## config.mk

```make
export PLATFORM = sky130hd
export DESIGN_NAME = lm_sm_seq
export DESIGN_NICKNAME = d
export VERILOG_FILES = /design/src/rtl/lm_sm_seq.sv
export SDC_FILE = /design/constraint.sdc
export NUM_CORES = 1
export LEC_CHECK = 0
export BUFFER_PORTS_ARGS = -buffer_cell sky130_fd_sc_hd__clkbuf_2
export CORE_MARGIN = 4
export CORE_UTILIZATION = 45
export DETAILED_ROUTE_END_ITERATION = 8
export MAX_ROUTING_LAYER = met4
export PLACE_DENSITY = 0.77
export SLEW_MARGIN = 20
export SYNTH_ARGS = -nofsm -noshare
export SYNTH_HDL_FRONTEND = slang
export SYNTH_SLANG_ARGS = --single-unit
```

## constraint.sdc

```tcl
create_clock -name clk -period 1.9 [get_ports clk]
set_clock_uncertainty 0.1 [all_clocks]
set_input_delay 0.095 -clock clk [delete_from_list [all_inputs] [get_ports clk]]
set_output_delay 0.095 -clock clk [all_outputs]
set_load 0.05 [all_outputs]
```

## src/rtl/lm_sm_seq.sv

```systemverilog
// Load-multiple / store-multiple sequencer: moves the registers selected by
// reg_mask between the register file and consecutive memory words, one per cycle.
module lm_sm_seq #(
    parameter int unsigned ADDR_W = 5,
    parameter int unsigned DATA_W = 16
) (
    input  logic              clk,
    input  logic              proc_rst,
    input  logic              start,
    input  logic              is_store,
    input  logic [ADDR_W-1:0] base_addr,
    input  logic [7:0]        reg_mask,
    input  logic [DATA_W-1:0] mem_rdata,
    input  logic [DATA_W-1:0] rf_rdata,
    output logic [ADDR_W-1:0] mem_addr,
    output logic [DATA_W-1:0] mem_wdata,
    output logic              mem_write,
    output logic              mem_read,
    output logic [2:0]        rf_raddr,
    output logic [2:0]        rf_waddr,
    output logic [DATA_W-1:0] rf_wdata,
    output logic              rf_wen,
    output logic              busy,
    output logic              done
);

    localparam int unsigned CNT_W = 4;

    typedef enum logic [1:0] {IDLE, XFER, DONE} state_t;

    state_t             state_q, state_d;
    logic [7:0]         mask_q, mask_d;
    logic [CNT_W-1:0]   k_q, k_d;
    logic [ADDR_W-1:0]  base_q, base_d;
    logic               store_q, store_d;
    logic [2:0]         idx_q, idx_d;
    logic [ADDR_W-1:0]  addr_d;
    logic               rd_d, wr_d, wen_d, busy_d, done_d;
    logic [2:0]         raddr_d, waddr_d;
    logic [DATA_W-1:0]  wdata_d;

    // Index of the lowest set bit; 0 for an empty mask.
    function automatic logic [2:0] low_bit(input logic [7:0] m);
        logic [2:0] r;
        r = 3'd0;
        for (int i = 7; i >= 0; i--) begin
            if (m[i]) r = 3'(i);
        end
        return r;
    endfunction

    // Store data comes straight from the register-file read port.
    assign mem_wdata = rf_rdata;

    // Next-state and next-output logic; strobes are precomputed so they are glitch-free flops.
    always_comb begin
        state_d = state_q;
        mask_d  = mask_q;
        k_d     = k_q;
        base_d  = base_q;
        store_d = store_q;
        addr_d  = mem_addr;
        idx_d   = 3'd0;
        rd_d    = 1'b1;
        wr_d    = 1'b1;
        raddr_d = 3'd0;
        wen_d   = 1'b0;
        waddr_d = rf_waddr;
        wdata_d = rf_wdata;
        busy_d  = 1'b0;
        done_d  = 1'b0;

        case (state_q)
            IDLE: begin
                if (start) begin
                    base_d  = base_addr;
                    mask_d  = reg_mask;
                    store_d = is_store;
                    k_d     = '0;
                    if (reg_mask != 8'd0) begin
                        state_d = XFER;
                        addr_d  = base_addr;
                    end else begin
                        state_d = DONE;
                    end
                end
            end
            XFER: begin
                mask_d = mask_q & ~(8'd1 << idx_q);
                k_d    = k_q + CNT_W'(1);
                if (!store_q) begin
                    wen_d   = 1'b1;
                    waddr_d = idx_q;
                    wdata_d = mem_rdata;
                end
                if (mask_d == 8'd0) begin
                    state_d = DONE;
                end else begin
                    addr_d = base_q + ADDR_W'(k_d);
                end
            end
            DONE: begin
                state_d = IDLE;
            end
            default: begin
                state_d = IDLE;
            end
        endcase

        if (state_d == XFER) begin
            idx_d   = low_bit(mask_d);
            rd_d    = store_d;
            wr_d    = ~store_d;
            raddr_d = store_d ? idx_d : 3'd0;
        end
        busy_d = (state_d != IDLE);
        done_d = (state_d == DONE);
    end

    // State and output registers with synchronous active-low reset.
    always_ff @(posedge clk) begin
        if (!proc_rst) begin
            state_q   <= IDLE;
            mask_q    <= 8'd0;
            k_q       <= '0;
            base_q    <= '0;
            store_q   <= 1'b0;
            idx_q     <= 3'd0;
            mem_addr  <= '0;
            mem_read  <= 1'b1;
            mem_write <= 1'b1;
            rf_raddr  <= 3'd0;
            rf_waddr  <= 3'd0;
            rf_wdata  <= '0;
            rf_wen    <= 1'b0;
            busy      <= 1'b0;
            done      <= 1'b0;
        end else begin
            state_q   <= state_d;
            mask_q    <= mask_d;
            k_q       <= k_d;
            base_q    <= base_d;
            store_q   <= store_d;
            idx_q     <= idx_d;
            mem_addr  <= addr_d;
            mem_read  <= rd_d;
            mem_write <= wr_d;
            rf_raddr  <= raddr_d;
            rf_waddr  <= waddr_d;
            rf_wdata  <= wdata_d;
            rf_wen    <= wen_d;
            busy      <= busy_d;
            done      <= done_d;
        end
    end

endmodule

```

==> run metrics, run 1 <==
Critical Path Sink mem_addr[4]; Power Total roughly 0.0032 W; critical path arrival 2040 ps; proportion of layout cells with a drive suffix above 1 0.428; Final Hold Fails 0; drt pass-1 iters 4; worst r2r src k_q[0]; GRT Resource Usage Total 0.217; Slew Limit Headroom 0.643; Detailed Place HPWL 5170 µm; H-tree levels 2; I/O pin count 97; port bufs 64; sequential fraction of the synthesis area 0.402; fin crit share 1.02; Die X around 86 µm; Syn Area/Cell between 8 and 9 µm²; status complete, but fails checks; Area Growth Syn to Fin 45.2%; routed wire length 8000 µm; WS Path Type reg -> reg; GP Congestion 0.901; origin of the worst setup path k_q[0]; area leader, netlist dfxtp_1; leakage power 1.71 nW; clock root buffer clkbuf_8; Initial Utilization 0.463; Clock power frac 0.210; Mapped Area 0.00274 mm²; max-slew violations 0; dominant synthesized flop cell dfxtp_1; CTS tree yes; die area 0.00740 mm²; Mapped Cells 316; Post-synth ARST share 0; vias post-DR 2,689; failing checks negative setup slack; RSZ-0062 raised after global routing yes; post-synth top area share 0.402; hold slack final about 33 ps; Reg clk slew, reported paths 100 ps; vias in the first global route approximately 2,600; RR Endpoint mem_addr[4]; syn nets around 370; f_max 516 MHz; r2r setup slk -40 ps; # clock sinks 55; DRT met1 WL 3380 µm; final net count 484; switch share 0.366; Synth cell types 56; Max Cap Viol 0; Die Ht 86.0 µm; Final TNS setup -101 ps; Pwr Density 802 mW/mm²; Cell Int Power 0.00202 W; First DRT Iteration DRCs 173; via/cell ratio between 5 and 6; maximum fanout along the worst path 3; Synth area leaders dfxtp_1 (40%), nand2_1 (7.0%), a21oi_1 (5.5%), nor2_1 (5.5%), buf_4 (4.9%); most common cell after layout, fill and taps aside clkbuf_2; synth warn 0; Setup Viol. Count Final 5; Num CTS Buffers 5; first-pass GRT wire length 12,400 µm; global route overflow 0; Max VDD drop 695 µV; Diodes inserted 0; insertion delay to the later sink of the worst-skew pair around 310 ps; Max Used Layer met4; HP Class in -> reg; critical path required time 2000 ps; CP Capture Type flop; drt drc 0; crit path time final 1940 ps; Final ANT Viol Nets 0; worst setup margin -38.3 ps; largest net degree at the start of global routing 28; reg2reg path depth 9; initial antenna violation count 0; commonest non-fill, non-tap cells in the layout clkbuf_2 (64), nand2_1 (48), dfxtp_1 (48); DR WL met2 3990 µm; EDFF count, synth 0; Comb pwr share 0.374; met3 routed WL 480 µm; post-synthesis register bit count 55; WL per Instance about 16 µm; net switching power 0.00117 W; Max clock buf depth 2; Site Rows 28; Flop pwr share 0.417; Core Region 0.00592 mm²; Least-Margin Pin Slew between 500 and 600 ps; Startpoint Class flop
## repair_timing
| action | CTS | global route |
|---|---|---|
| hold buffers | 23 | 0 |
| setup buffers | 4 | 2 |
| hold endpoints to repair | 28 | 0 |
| gates cloned | 1 | 1 |
| setup endpoints to repair | 11 | 33 |
| pin swaps | 18 | 14 |
| resized for setup | 24 | 35 |
## kinds of logic after synthesis
family | synth area share
AO/OA/AOI/OAI | 0.175
multiplexers | 0.0297
AND/OR/NAND/NOR | 0.257
flip-flops | 0.402
adder cells (fa/ha/maj) | 0.0301
buffers and inverters | 0.0900
XOR/XNOR | 0.0160
## flip-flops by register name (all words and copies together) (netlist names), 2 cells and up
name and count:
base_q 5, idx_q 3, k_q 4, mask_q 8, mem_addr 5, rf_raddr 3
rf_waddr 3, rf_wdata 16, state_q 2
## per-layer routing
metal,global-route usage,up-vias
met4,0.0691,0
met2,0.353,93
met3,0.0384,15
li1,-,1305
met5,-,-
met1,0.273,1276
## stage by stage
step | instance area [µm²] | utilization | std cells | worst slack (ps)
final | 3980 | 0.672 | 505 | -38.3
after global routing | 3980 | 0.672 | 505 | -145
after CTS | 3790 | 0.640 | 502 | -28.3
after detailed placement | 3330 | 0.562 | 466 | -98.9
after global placement | 3330 | 0.562 | 466 | -67.7
after floorplan | 2760 | - | 316 | 2.19
## critical path: stages (launching register included)
cell	delay, ps
dfxtp_4	380
ha_4	160
xor2_2	140
ha_1	310
a21o_1	170
a21oi_2	130
xor2_1	150
nor2_1	60
a21oi_1	140
a211oi_2	80
## area by class of cell
type / count / area (µm²)
Inverter: 4 / 17.5
Timing Repair Buffer: 140 / 1030
Multi-Input combinational cell: 223 / 1620
Sequential cell: 55 / 1120
Clock buffer: 5 / 68.8
Fill cell: 459 / 1940
Tap cell: 75 / 93.8
Clock inverter: 3 / 23.8
## synth_stat cells (all sizes together), types with 5 or more instances
library cell / instances
o21ai: 7
nand2b: 6
and2: 5
mux2i: 7
nor4b: 5
ha: 5
a21oi: 30
a21o: 5
nor3b: 5
nand2: 52
dfxtp: 55
nor2: 43
buf: 27
clkbuf: 7
## worst min path at each step
stage | startpoint | endpoint | slack [ps] | cells after the start
4_1_cts | reg_mask[2] | state_q[1] | 30 | 4
3_3_place_gp | rf_rdata[13] | mem_wdata[13] | 90 | 0
6_report | reg_mask[2] | state_q[1] | 30 | 4
3_5_place_dp | rf_rdata[13] | mem_wdata[13] | 90 | 0
5_1_grt | rf_rdata[7] | mem_wdata[7] | 90 | 0
2_1_floorplan | proc_rst | state_q[0] | 100 | 2
## power by group through the flow
stage | combinational (W) | clock (W) | sequential, W
after CTS | 0.00108 | 0.000688 | 0.00133
after global placement | 0.000970 | 0 | 0.00134
after global routing | 0.00128 | 0.000737 | 0.00134
after floorplan | 0.000551 | 0 | 0.00152
final | 0.00119 | 0.000670 | 0.00133
after detailed placement | 0.000985 | 0 | 0.00135
Note: power is estimated with default switching activity, not from simulation.
==> run 2: changes to the inputs <==
ABC_AREA = 1   (was unset)
CORE_UTILIZATION = 52   (was 45)
PLACE_DENSITY = 0.85   (was 0.77)
clock period = 2.41 ns   (was 1.9 ns; I/O delays follow)
==> run 2 against run 1 <==
The run now ends clean; die area decreased by 18%; design area fell by 23%; core utilization decreased by 2.0 points; cell count decreased by 3.8%.
==> run metrics, run 2 <==
vias in the first global route 2,337 (-9.0%); # clock sinks 55 (unchanged); Core Region 0.00472 mm² (-20%); top post-synthesis cells by count nand2_1 (86), dfxtp_1 (55), nand3_1 (41); initial antenna violation count 0 (unchanged); Final TNS setup 0 ps (+101 ps); drt drc 0 (unchanged); Hold Startpoint base_addr[4]; WS Path Type reg -> reg; area leader, netlist dfxtp_1; die area 0.00607 mm² (-18%); Top reg by flops rf_wdata; Die X 77.9 µm (-9.4%); Resized cells post-CTS 0 (-100%); status complete, no violations; Post-synth ARST share 0 (unchanged); GP Congestion 0.899 (-0.22%); crit path time final 2010 ps (+73.8 ps); Synth area leaders dfxtp_1 (43%), nand2_1 (13%), nand3_1 (8.1%), nor2_1 (5.9%), a21oi_1 (5.7%); post-synth top area share 0.433 (+0.0310); Syn Area/Cell 7.21 µm² (-17%); RR Endpoint mem_addr[3]; Detailed Place HPWL 4330 µm (-16%); f_max 497 MHz (-3.7%); Mapped Cells 353 (+12%); critical path arrival 2120 ps (+80 ps); Synth cell types 31 (-45%); HP Class in -> reg; critical path required time 2520 ps (+520 ps); EDFF count, synth 0 (unchanged); Largest register FFs 16 (unchanged); post-synthesis register bit count 55 (unchanged); clock root buffer clkbuf_8; Startpoint Class flop; CTS tree yes; insertion delay to the later sink of the worst-skew pair 310 ps (about the same); most common cell after layout, fill and taps aside nand2_1; Initial Utilization 0.539 (+0.0757); sequential fraction of the synthesis area 0.433 (+0.0310); hold slack final 23.0 ps (-9.95 ps); RSZ-0062 raised after global routing no; port bufs 64 (unchanged); First DRT Iteration DRCs 161 (-6.9%); largest net degree at the start of global routing 22 (-21%); r2r setup slk 400 ps (+440 ps); proportion of layout cells with a drive suffix above 1 0.224 (-0.204); H-tree levels 2 (unchanged); Mapped Area 0.00254 mm² (-7.2%); Post-CTS Setup Bufs 0 (-4); Pwr Density 707 mW/mm² (-12%); dominant synthesized flop cell dfxtp_1; origin of the worst setup path k_q[1]; via/cell ratio 5.04 (-5.4%); Max clock buf depth 2 (unchanged); Max Cap Viol 0 (unchanged); global route overflow 0 (unchanged); drt pass-1 iters 4 (unchanged); Least-Margin Pin Slew 705 ps (+174 ps); vias post-DR 2,448 (-9.0%); commonest non-fill, non-tap cells in the layout nand2_1 (86), clkbuf_2 (64), dfxtp_1 (55); worst r2r src k_q[1]; Reg clk slew, reported paths 100 ps (about the same); first-pass GRT wire length 10,600 µm (-15%); Final ANT Viol Nets 0 (unchanged); Max VDD drop 330 µV (-53%); CP Capture Type flop; Slew Limit Headroom 0.530 (-0.113); routed wire length 6200 µm (-23%); Critical Path Sink mem_addr[3]; leakage power 1.50 nW (-13%); Diodes inserted 0 (unchanged); synth warn 0 (unchanged); Top Registers rf_wdata x16, mask_q x8; most frequent cell after synthesis nand2_1; final net count 473 (-2.3%); Num CTS Buffers 5 (unchanged); reg2reg path depth 10 (+1); maximum fanout along the worst path 4 (+1); Area Growth Syn to Fin 21.1%; syn nets 408 (+10%); max-slew violations 0 (unchanged); Fillers 407 (-11%); I/O pin count 97 (unchanged); Site Rows 25 (-11%); WL per Instance 12.8 µm (-19%); Final Hold Fails 0 (unchanged); Setup Viol. Count Final 0 (-5); fin crit share 0.835 (-0.185); GRT Resource Usage Total 0.220 (+0.00342); Die Ht 77.9 µm (-9.4%)
==> run 2: cell types whose count changed in the layout (fill, tap and decap cells not counted), sizes merged, moves of 4 or more <==
cell	previous run	this run
and2	5	0
nand2b	6	0
nor3b	5	0
a21o	5	0
a22oi	4	0
nand3	3	41
buf	52	6
a311oi	4	0
nor3	4	0
o21ai	7	13
inv	5	34
nand2	52	87
mux2i	7	0
nor4b	5	0
==> run 2: layer usage <==
layer,global-route usage,part of all wire,vias up
met2,0.383,0.50,83
li1,-,-,1241
met4,0.0804,0.024,0
met5,-,0,-
met3,0.0499,0.071,15
met1,0.248,0.41,1109
==> run 2: per-stage QoR <==
| stage | util | area (µm²) | total power (W) | setup WS (ps) | instances |
|---|---|---|---|---|---|
| final | 0.652 | 3080 | 0.00218 | 398 | 486 |
| after global routing | 0.652 | 3080 | 0.00230 | 287 | 486 |
| after CTS | 0.652 | 3080 | 0.00218 | 412 | 486 |
| after detailed placement | 0.591 | 2790 | 0.00165 | 433 | 458 |
| after global placement | 0.591 | 2790 | 0.00164 | 501 | 458 |
| after floorplan | - | 2540 | 0.00158 | 557 | 353 |
==> run 2: cell families (layout without fill, tap and decap cells) <==
family	after synthesis	after routing	synth area share
xor gates and xnor gates	2	2	0.00689
and+or+nand+nor	176	176	0.291
AOI/OAI and AO/OA	49	49	0.109
DFF	55	55	0.433
buffers and inverters	65	131	0.128
adders and majority gates	6	6	0.0325
==> run 2: worst max-delay path, cell delays in order (launching register included) <==
cell and delay, ps:
dfxtp_1 370, ha_1 180, xor2_1 200, ha_1 300, nand3_1 110, nand3_1 80, or2_2 280, nand3_1 60
o21ai_0 80, nor2_1 100, nor2_1 50
==> run 2: layout make-up <==
class | instances | area [µm²] | area share
Sequential cell | 55 | 1100 | 0.357
Clock inverter | 2 | 16.3 | 0.00528
Inverter | 33 | 124 | 0.0402
Timing Repair Buffer | 90 | 566 | 0.184
Multi-Input combinational cell | 233 | 1120 | 0.363
Tap cell | 67 | 83.8 | 0.0272
Clock buffer | 6 | 72.6 | 0.0236
==> run 2: how the worst min path moves through the flow <==
stage | end | slack, ps | cells after the start
floorplan | base_q[3] | 160 | 2
global placement | mem_wdata[14] | 140 | 0
detailed placement | mem_wdata[14] | 140 | 0
CTS | base_q[4] | 20 | 3
global route | mask_q[1] | 100 | 5
finish | base_q[4] | 20 | 3
==> run 2: power breakdown <==
part / internal (W) / switching (W) / total (W)
Clock: 0.000209 / 0.000308 / 0.000518
Sequential: 0.000986 / 0.0000477 / 0.00103
Combinational: 0.000193 / 0.000435 / 0.000628
Total: 0.00139 / 0.000791 / 0.00218
==> run 2: repair_timing <==
action,in CTS,in global routing
hold buffers,20,0
endpoints found under the setup margin,0,0
hold endpoints to repair,20,0
==> run 3: changes to the inputs <==
CORE_UTILIZATION = 49   (was 52)
PLACE_DENSITY = 0.81   (was 0.85)
clock period = 1.9 ns   (was 2.41 ns; I/O delays follow)
==> run 3 against run 2 <==
Via count up 2.1%; flip-flop and latch count unchanged; core utilization up 2.6 points; sequential power up 28%; cell count up 2.5%; clock power up 28%; design area up 7.4%; non-clock buffer count up 12; global-route usage down 0.34 points; sequential share of layout area down 2.1 points; combinational power up 38%; critical endpoint unchanged; largest cell class unchanged.
==> run metrics, run 3 (same netlist as run 2, synthesis figures left out) <==
Num CTS Buffers 5 (unchanged); Top reg by flops rf_wdata; critical path required time 2040 ps (-480 ps); largest net degree at the start of global routing 30 (+36%); Top Registers rf_wdata x16, mask_q x8; Area Growth Syn to Fin 30.0%; vias in the first global route 2,452 (+4.9%); First DRT Iteration DRCs 164 (+1.9%); slowest stage delay, CP 370 ps (about the same); most common cell after layout, fill and taps aside nand2_1; RSZ-0062 raised after global routing yes; H-tree levels 2 (unchanged); CTS tree yes; Pwr Density 861 mW/mm² (+22%); insertion delay to the later sink of the worst-skew pair 310 ps (about the same); maximum fanout along the worst path 3 (-1); vias post-DR 2,500 (+2.1%); # clock sinks 55 (unchanged); first-pass GRT wire length 10,800 µm (+2.2%); drt drc 0 (unchanged); final net count 485 (+2.5%); port bufs 64 (unchanged); crit path cell chain ha_4, xor2_4, ha_4, nand3_1, nand3_1, buf_4, nand2_1, nand3_2, o21ai_1, nor2_1, nor2_1; Reg clk slew, reported paths 100 ps (about the same); Core Util, Final 0.678 (+0.0255); Site Rows 25 (unchanged); hold path depth 5 (+2); proportion of layout cells with a drive suffix above 1 0.292 (+0.0680); initial antenna violation count 0 (unchanged); Diodes inserted 0 (unchanged); commonest non-fill, non-tap cells in the layout nand2_1 (84), clkbuf_2 (64), dfxtp_1 (49); Critical Path Sink mem_addr[3]; GP Congestion 0.874 (-2.8%); Slew Limit Headroom 0.745 (+0.215); global route overflow 0 (unchanged); clock root buffer clkbuf_8; Least-Margin Pin Slew 383 ps (-322 ps); worst r2r src k_q[1]; Final Hold Fails 0 (unchanged); Detailed Place HPWL 4410 µm (+1.9%); WL per Instance 13.5 µm (+6.0%); r2r setup slk 30 ps (-370 ps); origin of the worst setup path k_q[1]; Largest register FFs 16 (unchanged); via/cell ratio 5.02 (-0.34%); Core Region 0.00488 mm² (+3.3%); Final ANT Viol Nets 0 (unchanged); CP Capture Type flop; hold slack final 35.8 ps (+12.8 ps); Die X 80.1 µm (+2.7%); drt pass-1 iters 4 (unchanged); WS Path Type reg -> reg; max-slew violations 0 (unchanged); Final TNS setup 0 ps (unchanged); RR Endpoint mem_addr[3]; status complete, no violations; Max clock buf depth 2 (unchanged); Die Ht 80.1 µm (+2.7%); Setup Viol. Count Final 0 (unchanged); I/O pin count 97 (unchanged); critical path arrival 2010 ps (-110 ps); fin crit share 0.984 (+0.149); GRT Resource Usage Total 0.217 (-0.00345); HP Class in -> reg; crit path time final 1870 ps (-142 ps); leakage power 1.58 nW (+5.7%); routed wire length 6730 µm (+8.6%); Max Cap Viol 0 (unchanged); die area 0.00641 mm² (+5.5%); Startpoint Class flop; Max VDD drop 504 µV (+53%); f_max 535 MHz (+7.6%); reg2reg path depth 11 (+1); crit path max-delay cell type dfxtp_2; Initial Utilization 0.521 (-0.0173)
run 3: cell types whose count changed in the layout (fill, tap and decap cells not counted), sizes merged:
cell         previous run  this run
dlygate4sd3            20        21
buf                     6        17
clkinvlp                1         0
clkinv                  0         1
clkbuf                 70        69
inv                    34        35
run 3: what timing repair did:
action | in CTS | in global routing
resized for setup | 13 | 17
setup endpoints to repair | 3 | 5
buffers inserted | 3 | 1
cloned | 0 | 0
pin swaps | 12 | 6
hold buffers | 21 | 0
hold endpoints to repair | 21 | 0
run 3: critical path: cells and delay by family (launching register included):
family / cells / cell delay (ps)
xor+xnor: 1 / 180
simple gates: 6 / 510
compound gates: 1 / 90
fa+ha+maj: 2 / 400
buf+inv: 1 / 150
flops: 1 / 370
run 3: final cells by class:
class	instances	area, µm²
multi-input cells	233	1230
flip-flops and latches	55	1110
inverters	33	124
fillers	407	1570
clock buffers	5	68.8
clock inverters	3	22.5
well taps	67	83.8
repair buffers	102	662
run 3: how the worst min path moves through the flow:
| stage | slack, ps | from | endpoint |
|---|---|---|---|
| 6_report | 40 | reg_mask[2] | mask_q[2] |
| 2_1_floorplan | 140 | base_addr[3] | base_q[3] |
| 4_1_cts | 20 | reg_mask[2] | mask_q[2] |
| 3_3_place_gp | 90 | rf_rdata[14] | mem_wdata[14] |
| 5_1_grt | 60 | reg_mask[3] | mask_q[3] |
| 3_5_place_dp | 90 | rf_rdata[14] | mem_wdata[14] |
run 3: where the power goes:
group | switching (W) | internal [W] | leakage (nW)
logic | 0.000579 | 0.000289 | 1.08
clock network | 0.000393 | 0.000268 | 0.0489
registers | 0.0000670 | 0.00125 | 0.453
run 3: layer usage:
metal / track usage / up-vias / routed length (µm)
met2: 0.379 / 82 / 3440
met3: 0.0404 / 6 / 457
met4: 0.0794 / 0 / 55
met5: - / - / 0
met1: 0.247 / 1144 / 2780
li1: - / 1268 / -
run 3: stage by stage:
step | setup WS (ps) | area, µm² | total power (W) | instances
2_1_floorplan | 46.8 | 2540 | 0.00200 | 353
3_3_place_gp | 1.03 | 2840 | 0.00210 | 465
3_5_place_dp | -116 | 2840 | 0.00212 | 465
4_1_cts | -7.33 | 3220 | 0.00283 | 497
5_1_grt | -84.6 | 3310 | 0.00302 | 498
6_report | 30.0 | 3310 | 0.00285 | 498
